**src/rtl/wb_crossbar_rr.sv**
```systemverilog
`default_nettype none
// wb_crossbar_rr: Wishbone classic crossbar, per-slave round-robin, cycle-level ownership,
// decode-miss and watchdog error termination.  Rev 1.0
module wb_crossbar_rr #(
  parameter int DATA_WIDTH     = 32,
  parameter int ADDR_WIDTH     = 32,
  parameter int MASTER_COUNT   = 2,
  parameter int SLAVE_COUNT    = 4,
  parameter logic [SLAVE_COUNT-1:0][ADDR_WIDTH-1:0] SLAVE_ADDR = '0,
  parameter logic [SLAVE_COUNT-1:0][ADDR_WIDTH-1:0] SLAVE_MASK = '0,
  parameter int TIMEOUT_CYCLES = 255
) (
  input  logic                                     sys_clk,
  input  logic                                     sys_rst_n,
  input  logic [MASTER_COUNT-1:0]                  master_cyc,
  input  logic [MASTER_COUNT-1:0]                  master_stb,
  input  logic [MASTER_COUNT-1:0]                  master_we,
  input  logic [MASTER_COUNT-1:0][2:0]             master_tag,
  input  logic [MASTER_COUNT-1:0][DATA_WIDTH/8-1:0] master_sel,
  input  logic [MASTER_COUNT-1:0][ADDR_WIDTH-1:0]  master_adr,
  input  logic [MASTER_COUNT-1:0][DATA_WIDTH-1:0]  master_mosi,
  output logic [MASTER_COUNT-1:0][DATA_WIDTH-1:0]  master_miso,
  output logic [MASTER_COUNT-1:0]                  master_ack,
  output logic [MASTER_COUNT-1:0]                  master_err,
  output logic [SLAVE_COUNT-1:0]                   slave_cyc,
  output logic [SLAVE_COUNT-1:0]                   slave_stb,
  output logic [SLAVE_COUNT-1:0]                   slave_we,
  output logic [SLAVE_COUNT-1:0][2:0]              slave_tag,
  output logic [SLAVE_COUNT-1:0][DATA_WIDTH/8-1:0] slave_sel,
  output logic [SLAVE_COUNT-1:0][ADDR_WIDTH-1:0]   slave_adr,
  output logic [SLAVE_COUNT-1:0][DATA_WIDTH-1:0]   slave_mosi,
  input  logic [SLAVE_COUNT-1:0][DATA_WIDTH-1:0]   slave_miso,
  input  logic [SLAVE_COUNT-1:0]                   slave_ack,
  input  logic [SLAVE_COUNT-1:0]                   slave_err,
  output logic [SLAVE_COUNT-1:0]                   slave_busy,
  output logic [MASTER_COUNT-1:0]                  timeout_evt
);

  localparam int MW = (MASTER_COUNT > 1) ? $clog2(MASTER_COUNT) : 1;
  localparam int SW = (SLAVE_COUNT > 1) ? $clog2(SLAVE_COUNT) : 1;
  localparam int CW = (TIMEOUT_CYCLES > 0) ? $clog2(TIMEOUT_CYCLES + 1) : 1;

  typedef enum logic [1:0] {
    ST_IDLE   = 2'd0,
    ST_WAIT   = 2'd1,
    ST_ACTIVE = 2'd2,
    ST_ERR    = 2'd3
  } state_t;

  state_t                  state     [MASTER_COUNT];
  logic [SW-1:0]           tgt       [MASTER_COUNT];
  logic [CW-1:0]           wd_cnt    [MASTER_COUNT];
  logic [MASTER_COUNT-1:0] timeout_q;

  logic [MW-1:0]           owner     [SLAVE_COUNT];
  logic [MW-1:0]           rr        [SLAVE_COUNT];
  logic [SLAVE_COUNT-1:0]  owner_valid;

  logic [MASTER_COUNT-1:0] dec_hit;
  logic [SW-1:0]           dec_idx   [MASTER_COUNT];
  logic [DATA_WIDTH-1:0]   tgt_miso  [MASTER_COUNT];
  logic [MASTER_COUNT-1:0] tgt_ack, tgt_err;
  logic [MASTER_COUNT-1:0] at_limit, retarget, fire, release_m;

  logic [MASTER_COUNT-1:0] grant_m;
  logic [SLAVE_COUNT-1:0]  grant_s;
  logic [MW-1:0]           grant_idx [SLAVE_COUNT];
  int                      cand;

  // Scan downwards so the lowest matching slave overrides any higher overlap.
  always_comb begin
    for (int m = 0; m < MASTER_COUNT; m++) begin
      dec_hit[m] = 1'b0;
      dec_idx[m] = '0;
      for (int s = SLAVE_COUNT - 1; s >= 0; s--) begin
        if (((master_adr[m] ^ SLAVE_ADDR[s]) & ~SLAVE_MASK[s]) == '0) begin
          dec_hit[m] = 1'b1;
          dec_idx[m] = SW'(s);
        end
      end
    end
  end

  // The stb/cyc blanking uses at_limit rather than fire so no path runs from slave_ack to slave_stb.
  always_comb begin
    for (int m = 0; m < MASTER_COUNT; m++) begin
      tgt_miso[m]  = slave_miso[tgt[m]];
      tgt_ack[m]   = slave_ack[tgt[m]];
      tgt_err[m]   = slave_err[tgt[m]];
      at_limit[m]  = (TIMEOUT_CYCLES != 0) && (state[m] == ST_ACTIVE) && master_cyc[m] &&
                     master_stb[m] && (wd_cnt[m] == CW'(TIMEOUT_CYCLES - 1));
      retarget[m]  = (state[m] == ST_ACTIVE) && master_cyc[m] && master_stb[m] &&
                     (!dec_hit[m] || (dec_idx[m] != tgt[m]));
      fire[m]      = at_limit[m] && !tgt_ack[m] && !tgt_err[m] && !retarget[m];
      release_m[m] = (state[m] == ST_ACTIVE) && (!master_cyc[m] || retarget[m] || fire[m]);
    end
  end

  always_comb begin
    grant_m = '0;
    cand    = 0;
    for (int s = 0; s < SLAVE_COUNT; s++) begin
      grant_s[s]   = 1'b0;
      grant_idx[s] = '0;
      if (!owner_valid[s]) begin
        for (int k = 0; k < MASTER_COUNT; k++) begin
          cand = int'(rr[s]) + k;
          if (cand >= MASTER_COUNT) cand = cand - MASTER_COUNT;
          if (!grant_s[s] && (state[cand] == ST_WAIT) && master_cyc[cand] &&
              (int'(tgt[cand]) == s)) begin
            grant_s[s]    = 1'b1;
            grant_idx[s]  = MW'(cand);
            grant_m[cand] = 1'b1;
          end
        end
      end
    end
  end

  always_ff @(posedge sys_clk) begin
    if (!sys_rst_n) begin
      for (int m = 0; m < MASTER_COUNT; m++) begin
        state[m]  <= ST_IDLE;
        tgt[m]    <= '0;
        wd_cnt[m] <= '0;
      end
      timeout_q <= '0;
    end else begin
      for (int m = 0; m < MASTER_COUNT; m++) begin
        timeout_q[m] <= 1'b0;
        case (state[m])
          ST_IDLE: begin
            if (master_cyc[m] && master_stb[m]) begin
              if (dec_hit[m]) begin
                state[m] <= ST_WAIT;
                tgt[m]   <= dec_idx[m];
              end else begin
                state[m] <= ST_ERR;
              end
            end
          end
          ST_WAIT: begin
            if (!master_cyc[m])  state[m] <= ST_IDLE;
            else if (grant_m[m]) state[m] <= ST_ACTIVE;
          end
          ST_ACTIVE: begin
            if (release_m[m]) begin
              state[m]     <= master_cyc[m] ? ST_ERR : ST_IDLE;
              wd_cnt[m]    <= '0;
              timeout_q[m] <= fire[m];
            end else if (tgt_ack[m] || tgt_err[m]) begin
              wd_cnt[m] <= '0;
            end else if (master_stb[m]) begin
              wd_cnt[m] <= wd_cnt[m] + 1'b1;
            end
          end
          default: state[m] <= ST_IDLE;
        endcase
      end
    end
  end

  // A slave is released and re-granted on different edges since grants only look at free slaves.
  always_ff @(posedge sys_clk) begin
    if (!sys_rst_n) begin
      owner_valid <= '0;
      for (int s = 0; s < SLAVE_COUNT; s++) begin
        owner[s] <= '0;
        rr[s]    <= '0;
      end
    end else begin
      for (int s = 0; s < SLAVE_COUNT; s++) begin
        if (owner_valid[s]) begin
          if (release_m[owner[s]]) begin
            owner_valid[s] <= 1'b0;
            rr[s]          <= (int'(owner[s]) == MASTER_COUNT - 1) ? '0 : owner[s] + 1'b1;
          end
        end else if (grant_s[s]) begin
          owner_valid[s] <= 1'b1;
          owner[s]       <= grant_idx[s];
        end
      end
    end
  end

  always_comb begin
    for (int s = 0; s < SLAVE_COUNT; s++) begin
      slave_cyc[s]  = 1'b0;
      slave_stb[s]  = 1'b0;
      slave_we[s]   = 1'b0;
      slave_tag[s]  = '0;
      slave_sel[s]  = '0;
      slave_adr[s]  = '0;
      slave_mosi[s] = '0;
      if (owner_valid[s]) begin
        slave_cyc[s]  = master_cyc[owner[s]] & ~at_limit[owner[s]];
        slave_stb[s]  = master_stb[owner[s]] & ~at_limit[owner[s]];
        slave_we[s]   = master_we[owner[s]];
        slave_tag[s]  = master_tag[owner[s]];
        slave_sel[s]  = master_sel[owner[s]];
        slave_adr[s]  = master_adr[owner[s]];
        slave_mosi[s] = master_mosi[owner[s]];
      end
    end
    for (int m = 0; m < MASTER_COUNT; m++) begin
      master_miso[m] = '0;
      master_ack[m]  = 1'b0;
      master_err[m]  = (state[m] == ST_ERR);
      if (state[m] == ST_ACTIVE) begin
        master_miso[m] = tgt_miso[m];
        master_ack[m]  = tgt_ack[m];
        master_err[m]  = tgt_err[m];
      end
    end
  end

  assign slave_busy  = owner_valid;
  assign timeout_evt = timeout_q;

endmodule
`default_nettype wire

```
**config.mk**
```make
export PLATFORM = sky130hd
export DESIGN_NAME = wb_crossbar_rr
export DESIGN_NICKNAME = d
export VERILOG_FILES = /design/src/rtl/wb_crossbar_rr.sv
export SDC_FILE = /design/constraint.sdc
export NUM_CORES = 1
export LEC_CHECK = 0
export BUFFER_PORTS_ARGS = -buffer_cell sky130_fd_sc_hd__buf_2
export CORE_AREA = 2 2 254 256
export DETAILED_ROUTE_END_ITERATION = 10
export DIE_AREA = 0 0 256 258
export PLACE_DENSITY = 0.34
export SYNTH_ARGS = -nofsm -noshare
export SYNTH_HDL_FRONTEND = slang
export SYNTH_SLANG_ARGS = --single-unit
```
**constraint.sdc**
```tcl
create_clock -name sys_clk -period 2 [get_ports sys_clk]
set_input_delay 0.2 -clock sys_clk [delete_from_list [all_inputs] [get_ports sys_clk]]
set_output_delay 0.2 -clock sys_clk [all_outputs]
set_load 0.01 [all_outputs]
```
==> results of run 1 <==
## area by class of cell
class / count / area (sq um) / share of cell area, %
Clock inverter: 2 / 12.5 / 0.103
Sequential cell: 31 / 840 / 6.88
Timing Repair Buffer: 667 / 3830 / 31.4
Multi-Input combinational cell: 839 / 6290 / 51.6
Clock buffer: 6 / 129 / 1.06
Antenna cell: 1 / 2.50 / 0.0205
Inverter: 6 / 22.5 / 0.185
Tap cell: 855 / 1070 / 8.77
## metrics by stage
step | setup TNS (ns) | hold WS (ns) | setup slack [ns] | std cells
finish | -2.91 | 0.257 | -0.309 | 2407
global route | -4.05 | 0.271 | -0.390 | 2407
CTS | -3.77 | 0.256 | -0.372 | 2404
detailed placement | -7.50 | 0.514 | -0.460 | 2392
global placement | -7.97 | 0.491 | -0.485 | 2392
floorplan | -0.147 | 0.394 | -0.0737 | 958
## power by group
group	switching, mW	internal, mW	leakage, nW
Combinational	2.14	1.60	5.11
Clock	0.296	0.459	0.0669
Sequential	0.127	0.823	0.307
## logic make-up after synthesis
family | after synthesis | synth area share (%)
flops | 31 | 11.2
fa+ha+maj | 4 | 0.681
mux | 288 | 39.2
compound gates | 50 | 4.60
buf+inv | 88 | 5.16
simple gates | 485 | 37.7
xor+xnor | 12 | 1.43
## synthesized netlist by cell type (2+ instances only)
cell type,n
sky130_fd_sc_hd__mux2i_1,288
sky130_fd_sc_hd__nor2b_1,223
sky130_fd_sc_hd__nor2_1,100
sky130_fd_sc_hd__and2_1,80
sky130_fd_sc_hd__clkbuf_1,60
sky130_fd_sc_hd__edfxtp_1,20
sky130_fd_sc_hd__nor4_1,18
sky130_fd_sc_hd__nand3_1,17
sky130_fd_sc_hd__o21ai_0,17
sky130_fd_sc_hd__nand2_1,15
sky130_fd_sc_hd__dfxtp_1,11
sky130_fd_sc_hd__nand4_1,11
sky130_fd_sc_hd__buf_1,9
sky130_fd_sc_hd__a21oi_1,8
sky130_fd_sc_hd__buf_2,8
sky130_fd_sc_hd__xor2_1,8
sky130_fd_sc_hd__a211oi_1,6
sky130_fd_sc_hd__inv_1,6
sky130_fd_sc_hd__nand2b_1,6
sky130_fd_sc_hd__ha_1,4
sky130_fd_sc_hd__nor3_1,4
sky130_fd_sc_hd__xnor2_1,4
sky130_fd_sc_hd__a21boi_0,3
sky130_fd_sc_hd__a21boi_1,2
sky130_fd_sc_hd__buf_6,2
sky130_fd_sc_hd__clkbuf_8,2
sky130_fd_sc_hd__nor4b_1,2
sky130_fd_sc_hd__o21a_1,2
sky130_fd_sc_hd__o31a_1,2
## timing repair
item	CTS	global route
resized for setup	20	23
endpoints found under the setup margin	29	20
pin swaps	7	3
buffers inserted	4	2
## final timing paths
| path | to | slack, ns | cells past startpoint |
|---|---|---|---|
| worst min-delay path | timeout_evt[1] | 0.26 | 3 |
| worst max-delay path | slave_cyc[2] | -0.31 | 9 |
| worst min register to register | rr[0] | 0.52 | 2 |
| worst max register to register | state[1][0] | -0.22 | 9 |
## routing by layer
layer / up-vias / wire (microns)
met4: 0 / 1270
met3: 55 / 2520
met5: - / 0
met1: 4424 / 18400
met2: 445 / 22000
li1: 4470 / -
## state kept, by name, summed over array words and instances (netlist names)
signal / cells
state: 4
timeout_evt: 2
wd_cnt: 16
owner: 4
slave_busy: 4
rr: 1
## worst register-to-register path, cell delays in order (launching register included)
cell and delay (ns):
sky130_fd_sc_hd__edfxtp_1 0.39, sky130_fd_sc_hd__inv_1 0.08, sky130_fd_sc_hd__ha_2 0.19, sky130_fd_sc_hd__nand4b_4 0.11, sky130_fd_sc_hd__or4_4 0.46, sky130_fd_sc_hd__buf_6 0.16, sky130_fd_sc_hd__buf_6 0.12, sky130_fd_sc_hd__nor3_4 0.14
sky130_fd_sc_hd__a21boi_2 0.09, sky130_fd_sc_hd__o221ai_2 0.17
## placed cells by master, fill, tap and decap left out, types with 6 or more instances in the layout
cell / n
sky130_fd_sc_hd__mux2i_1: 288
sky130_fd_sc_hd__buf_12: 14
sky130_fd_sc_hd__buf_6: 6
sky130_fd_sc_hd__nor4_1: 14
sky130_fd_sc_hd__nand2b_1: 6
sky130_fd_sc_hd__nor2b_1: 221
sky130_fd_sc_hd__o21ai_1: 6
sky130_fd_sc_hd__nand3_1: 9
sky130_fd_sc_hd__nand4_1: 11
sky130_fd_sc_hd__o21ai_0: 9
sky130_fd_sc_hd__nand2_1: 13
sky130_fd_sc_hd__buf_2: 551
sky130_fd_sc_hd__buf_4: 95
sky130_fd_sc_hd__xor2_1: 8
sky130_fd_sc_hd__nor2_1: 100
sky130_fd_sc_hd__a21oi_1: 7
sky130_fd_sc_hd__nand3_2: 8
sky130_fd_sc_hd__edfxtp_1: 20
sky130_fd_sc_hd__and2_1: 79
==> tab_implementation.tex, run 1 <==
\begin{tabular}{lr}
\hline
Metric & Value \\
\hline
\multicolumn{2}{l}{\textbf{Floorplanning}} \\
Initial Util & a little under an eighth \\
Placeable core area & between 60000 and 70000 sq um \\
Number of placement rows & between 90 and 100 \\
Horizontal extent of the die & 256 microns \\
Area of the die & $\sim$66000 sq um \\
Count of pins on the block boundary & 656 \\
Y dimension of the die & approximately 260 microns \\
\multicolumn{2}{l}{\textbf{Power and ir drop}} \\
Areal power density over the cells & about 450 nW/um\^{}2 \\
IR Drop Worst-Case VDD & approximately 0.32 mV \\
Leakage & 5.48 nW \\
Overall power & 5.44 mW \\
\multicolumn{2}{l}{\textbf{Worst setup path}} \\
Highest-delay cell along the critical path & sky130\_fd\_sc\_hd\_\_or4\_4 \\
Worst Setup SP & wd\_cnt[1][0] \\
Worst path bufs/invs & 3 \\
Delay of the slowest cell on the worst path & approximately 0.46 ns \\
Worst Path Max Fanout & 5 \\
Arrival time worst endpoint & roughly 2.1 ns \\
Kind of capture point of the worst setup path & output port \\
Type of the setup path with the least slack & reg2out \\
Top cell family by delay on the critical path & simple AND/OR/NAND/NOR gates \\
Reg-to-Reg Start & wd\_cnt[1][0] \\
Worst-path cell chain & inv\_1 -> ha\_2 -> nand4b\_4 -> or4\_4 -> buf\_12 -> nand3\_2 -> o21ai\_2 -> and2\_1 -> buf\_2 \\
Worst Setup Start Kind & register \\
Worst Path Required & about 1.8 ns \\
\multicolumn{2}{l}{\textbf{Drt}} \\
Drt initial violations & $\sim$420 \\
Routed vias & 9394 \\
Count of nets left with antenna violations after detail routing & 0 \\
Detailed-route wire length per cell & between 15 and 20 microns \\
Final WL & approximately 44000 microns \\
Post-route DRC & 0 \\
Detail-routed via count per cell & around 3.9 \\
Number of optimization iterations in the first detailed-route pass & 4 \\
\multicolumn{2}{l}{\textbf{Yosys}} \\
Async S/R FF share, synth & 0\% \\
Post-synth EDFFs & 20 \\
Post-synth net total & about 1200 \\
Synth Flop Type & sky130\_fd\_sc\_hd\_\_edfxtp\_1 \\
Synth Instances & between 900 and 1000 \\
Count of state elements after synthesis & 31 \\
Count of cell types in the netlist & 49 \\
Ranking of synthesized cells by area & sky130\_fd\_sc\_hd\_\_mux2i\_1 39\%, sky130\_fd\_sc\_hd\_\_nor2b\_1 19\%, sky130\_fd\_sc\_hd\_\_edfxtp\_1 8.2\%, sky130\_fd\_sc\_hd\_\_and2\_1 6.8\%, sky130\_fd\_sc\_hd\_\_nor2\_1 5.1\% \\
Sequential fraction of the synthesis area & 11.2\% \\
Leading area contributor after synthesis & sky130\_fd\_sc\_hd\_\_mux2i\_1 \\
Post-Syn Area & between 7000 and 8000 sq um \\
Mean area per synthesized cell & roughly 7.7 sq um \\
Fraction of post-synthesis cell area in the top cell type by area & 39.2\% \\
Warnings, synthesis & 0 \\
\multicolumn{2}{l}{\textbf{Placed design}} \\
Sum of net half-perimeters after detailed placement & 34800 microns \\
Port buffer count & approximately 550 \\
Gpl congestion & 0.907 \\
Area of placed instances & approximately 12000 sq um \\
\multicolumn{2}{l}{\textbf{Global routing}} \\
Total grt overflow & 0 \\
Antenna violations before repair & 1 \\
GR met3 Demand/Resource & 2.11\% \\
First-pass GRT wire length & roughly 63000 microns \\
Global routing met2 resource utilization & between 20\% and 30\% \\
Number of global-route vias before repair & around 9800 \\
GRT Max-Usage Layer & met2 \\
Overall routing resource usage & between 10\% and 20\% \\
Met1 track demand over resource & 14.9\% \\
Largest net degree at the start of global routing & 65 \\
\multicolumn{2}{l}{\textbf{STA}} \\
Period Utilization, post-route & 115\% \\
Count of final hold-check violations & 0 \\
RSZ-0062 raised after global routing & yes \\
Final Skew & roughly 0.0050 ns \\
Worst-margin pin slew & around 0.46 ns \\
F\_max & 0.433 GHz \\
Post-layout min period & roughly 2.3 ns \\
Final number of max-transition violations & 0 \\
Worst rel slew slack & a little over two thirds \\
Setup slack after layout & -0.309 ns \\
Total of endpoints with negative setup slack in the final report & 11 \\
\multicolumn{2}{l}{\textbf{Finish}} \\
Final core utilization & a little under a fifth \\
Share of layout cells above drive strength 1 & between 40 and 50\% \\
Final Cell Area & $\sim$12000 sq um \\
Area growth, synth to finish & 66.0\% \\
Layout Nets & 1840 \\
Number of fillers in the final layout & $\sim$7300 \\
\multicolumn{2}{l}{\textbf{Status}} \\
Result of the run & finished with violations \\
Failing checks & setup timing \\
\multicolumn{2}{l}{\textbf{Hold path}} \\
Worst Hold Class & in2reg \\
Min-Delay Startpoint & sys\_rst\_n \\
\multicolumn{2}{l}{\textbf{Clock network}} \\
CTS Buf Count & 5 \\
TritonCTS clock tree & built \\
Maximum buffer depth of the clock tree & 2 \\
Number of levels the H-tree was split into & 2 \\
Clock latency on the worst-skew pair & roughly 0.28 ns \\
\# hold bufs at CTS & 0 \\
Root buffer selected by CTS & sky130\_fd\_sc\_hd\_\_clkbuf\_16 \\
Clock-pin slew of the registers on the worst-case setup and hold paths & roughly 0.060 ns \\
Number of clock sinks & 31 \\
\multicolumn{2}{l}{\textbf{Run}} \\
Max-cap violations & 0 \\
\hline
\end{tabular}
No activity file was read; power rests on OpenSTA's default activity.
==> run 2: changes to the inputs <==
==> config.mk (replaced) <==
export PLATFORM = sky130hd
export DESIGN_NAME = wb_crossbar_rr
export DESIGN_NICKNAME = d
export VERILOG_FILES = /design/src/rtl/wb_crossbar_rr.sv
export SDC_FILE = /design/constraint.sdc
export NUM_CORES = 1
export LEC_CHECK = 0
export CORE_AREA = 2 2 258 260
export DETAILED_ROUTE_END_ITERATION = 10
export DIE_AREA = 0 0 260 262
export DONT_BUFFER_PORTS = 1
export PLACE_DENSITY = 0.3
export SYNTH_ARGS = -nofsm -noshare
export SYNTH_HDL_FRONTEND = slang
export SYNTH_SLANG_ARGS = --single-unit
==> tab_implementation.tex, run 2 (synthesis results as in run 1) <==
\begin{tabular}{lr}
\hline
Metric & Value \\
\hline
\multicolumn{2}{l}{\textbf{Status}} \\
Result of the run & finished with violations \\
Failing checks & setup timing \\
\multicolumn{2}{l}{\textbf{Floorplanning}} \\
Initial Util & roughly 11\% \\
Y dimension of the die & roughly 260 microns \\
Number of placement rows & 94 \\
Horizontal extent of the die & 260 microns \\
Count of pins on the block boundary & 656 \\
Area of the die & 68100 sq um \\
Placeable core area & between 60000 and 70000 sq um \\
\multicolumn{2}{l}{\textbf{Finish}} \\
Final core utilization & roughly 15\% \\
Flip-flop count of the largest register, all copies and words added & 16 \\
Most common library cell in the layout ignoring fill and taps & sky130\_fd\_sc\_hd\_\_mux2i\_1 \\
Register ranked first by flip-flop count & wd\_cnt \\
Number of cells in the finished layout apart from fillers & between 1500 and 2000 \\
Area growth, synth to finish & 30.5\% \\
Most used cells in the layout excluding fill and tap cells & 288 x sky130\_fd\_sc\_hd\_\_mux2i\_1, 221 x sky130\_fd\_sc\_hd\_\_nor2b\_1, 117 x sky130\_fd\_sc\_hd\_\_buf\_4 \\
Number of fillers in the final layout & roughly 7500 \\
Final Cell Area & about 9600 sq um \\
Layout Nets & about 1300 \\
Share of layout cells above drive strength 1 & a little under a fifth \\
\multicolumn{2}{l}{\textbf{STA}} \\
Setup TNS & -1.65 ns \\
Worst-margin pin slew & approximately 0.53 ns \\
Total of endpoints with negative setup slack in the final report & 12 \\
RSZ-0062 raised after global routing & yes \\
Setup slack after layout & -0.192 ns \\
Period Utilization, post-route & 110\% \\
Post-layout min period & between 2 and 2.5 ns \\
Worst rel slew slack & roughly 64\% \\
Final Skew & 0.00253 ns \\
Final number of max-transition violations & 0 \\
Count of final hold-check violations & 0 \\
F\_max & approximately 0.46 GHz \\
\multicolumn{2}{l}{\textbf{Clock network}} \\
Clock-pin slew of the registers on the worst-case setup and hold paths & 0.05 ns \\
CTS Buf Count & 5 \\
Number of levels the H-tree was split into & 2 \\
Root buffer selected by CTS & sky130\_fd\_sc\_hd\_\_clkbuf\_16 \\
Number of clock sinks & 31 \\
Maximum buffer depth of the clock tree & 2 \\
Clock latency on the worst-skew pair & about 0.28 ns \\
TritonCTS clock tree & built \\
\multicolumn{2}{l}{\textbf{Drt}} \\
Drt initial violations & between 400 and 500 \\
Post-route DRC & 0 \\
Count of nets left with antenna violations after detail routing & 0 \\
Detail-routed via count per cell & 3.91 \\
Final WL & 39400 microns \\
Number of optimization iterations in the first detailed-route pass & 4 \\
Detailed-route wire length per cell & 20.8 microns \\
Routed vias & 7421 \\
\multicolumn{2}{l}{\textbf{Global routing}} \\
Antenna violations before repair & 8 \\
Largest net degree at the start of global routing & between 50 and 60 \\
Overall routing resource usage & 10.4\% \\
Number of global-route vias before repair & $\sim$7400 \\
First-pass GRT wire length & around 52000 microns \\
Total grt overflow & 0 \\
\multicolumn{2}{l}{\textbf{Worst setup path}} \\
Highest-delay cell along the critical path & sky130\_fd\_sc\_hd\_\_or4\_4 \\
Worst-path cell chain & inv\_1 -> ha\_2 -> nand4b\_4 -> or4\_4 -> buf\_6 -> nand3\_2 -> o21ai\_2 -> and2\_4 \\
Reg-to-Reg Start & wd\_cnt[1][0] \\
Reg-to-reg critical path endpoint & state[1][0] \\
Worst path bufs/invs & 2 \\
Top cell family by delay on the critical path & simple AND/OR/NAND/NOR gates \\
Worst Path Max Fanout & 6 \\
Kind of capture point of the worst setup path & output port \\
Arrival time worst endpoint & slightly below 2 ns \\
Delay of the slowest cell on the worst path & around 0.50 ns \\
Worst r2r path cells & 8 \\
Reg2reg setup slack & -0.15 ns \\
Worst Setup Start Kind & register \\
Type of the setup path with the least slack & reg2out \\
Worst Path Required & between 1.5 and 2 ns \\
\multicolumn{2}{l}{\textbf{Hold path}} \\
Hold Path End & owner[1] \\
Cell depth of the worst hold path & 1 \\
Worst Hold Class & in2reg \\
Min-Delay Startpoint & sys\_rst\_n \\
\multicolumn{2}{l}{\textbf{Placed design}} \\
Placed insts & between 1500 and 2000 \\
Port buffer count & 0 \\
Gpl congestion & about 0.84 \\
Area of placed instances & a little over 9000 sq um \\
Worst Setup Slack post-DPL & -0.350 ns \\
Sum of net half-perimeters after detailed placement & $\sim$32000 microns \\
\multicolumn{2}{l}{\textbf{Power and ir drop}} \\
Areal power density over the cells & 480 nW/um\^{}2 \\
Leakage & between 2 and 3 nW \\
IR Drop Worst-Case VDD & around 0.4 mV \\
\multicolumn{2}{l}{\textbf{Run}} \\
Max-cap violations & 0 \\
\hline
\end{tabular}
==> run 2: cell types whose count changed in the layout (fill, tap and decap cells not counted), moves of 6 or more <==
cell / before / now
sky130_fd_sc_hd__buf_4: 95 / 117
sky130_fd_sc_hd__buf_2: 551 / 0
sky130_fd_sc_hd__and2_4: 1 / 8
sky130_fd_sc_hd__diode_2: 1 / 15
sky130_fd_sc_hd__o21ai_1: 6 / 0
sky130_fd_sc_hd__and2_1: 79 / 72
==> run 2: worst max-delay path by stage <==
stage	start	end	slack, ns	depth (start not counted)
2_1_floorplan	wd_cnt[1][0]	state[1][0]	-0.07	8
3_3_place_gp	master_adr[46]	state[1][0]	-0.37	7
3_5_place_dp	master_adr[46]	state[1][0]	-0.35	7
4_1_cts	wd_cnt[1][0]	slave_cyc[1]	-0.27	8
5_1_grt	wd_cnt[1][0]	slave_cyc[1]	-0.28	8
6_report	wd_cnt[1][0]	slave_cyc[1]	-0.19	8
==> run 2: timing repair <==
action                     CTS  global route
gates resized for setup     36             6
hold buffers                 0             0
setup endpoints to repair   14            20
pin swaps                    6             5
buffers inserted             2             1
==> run 2: through the flow <==
| step | total power, mW | hold slack, ns |
|---|---|---|
| 6_report | 4.60 | 0.0533 |
| 4_1_cts | 4.67 | 0.0408 |
| 3_5_place_dp | 3.84 | 0.334 |
| 2_1_floorplan | 2.84 | 0.394 |
| 3_3_place_gp | 3.88 | 0.333 |
| 5_1_grt | 4.93 | 0.0557 |
==> run 2: layout make-up <==
| type | instances | area (sq um) | area share (%) |
|---|---|---|---|
| multi-input combinational | 839 | 6290 | 65.6 |
| timing repair buffer | 133 | 1170 | 12.2 |
| tap | 864 | 1080 | 11.3 |
| sequential | 31 | 840 | 8.76 |
| clock buffer | 6 | 129 | 1.34 |
| antenna | 15 | 37.5 | 0.391 |
| inverter | 6 | 23.8 | 0.248 |
| clock inverter | 2 | 12.5 | 0.130 |
==> run 2: power breakdown <==
group / internal [mW] / leakage (nW) / switching, mW / total, mW
clock: 0.459 / 0.0669 / 0.290 / 0.749
sequential: 0.823 / 0.307 / 0.107 / 0.929
combinational: 1.20 / 2.48 / 1.72 / 2.92
total: 2.49 / 2.85 / 2.11 / 4.60
==> run 2: layer usage <==
| layer | global-route usage, % | wire, microns | vias up |
|---|---|---|---|
| li1 | - | - | 3422 |
| met1 | 12.2 | 15800 | 3582 |
| met2 | 19.3 | 20400 | 384 |
| met3 | 1.30 | 2430 | 33 |
| met4 | 3.26 | 774 | 0 |
| met5 | 0 | 0 | - |
==> run 2: worst reg2reg max path: cells and delay by family (launching register included) <==
kind,cells,cell delay (ns)
DFF,1,0.38
AOI/OAI and AO/OA,2,0.28
and+or+nand+nor,3,0.76
adders and majority gates,1,0.20
buffers and inverters,2,0.23
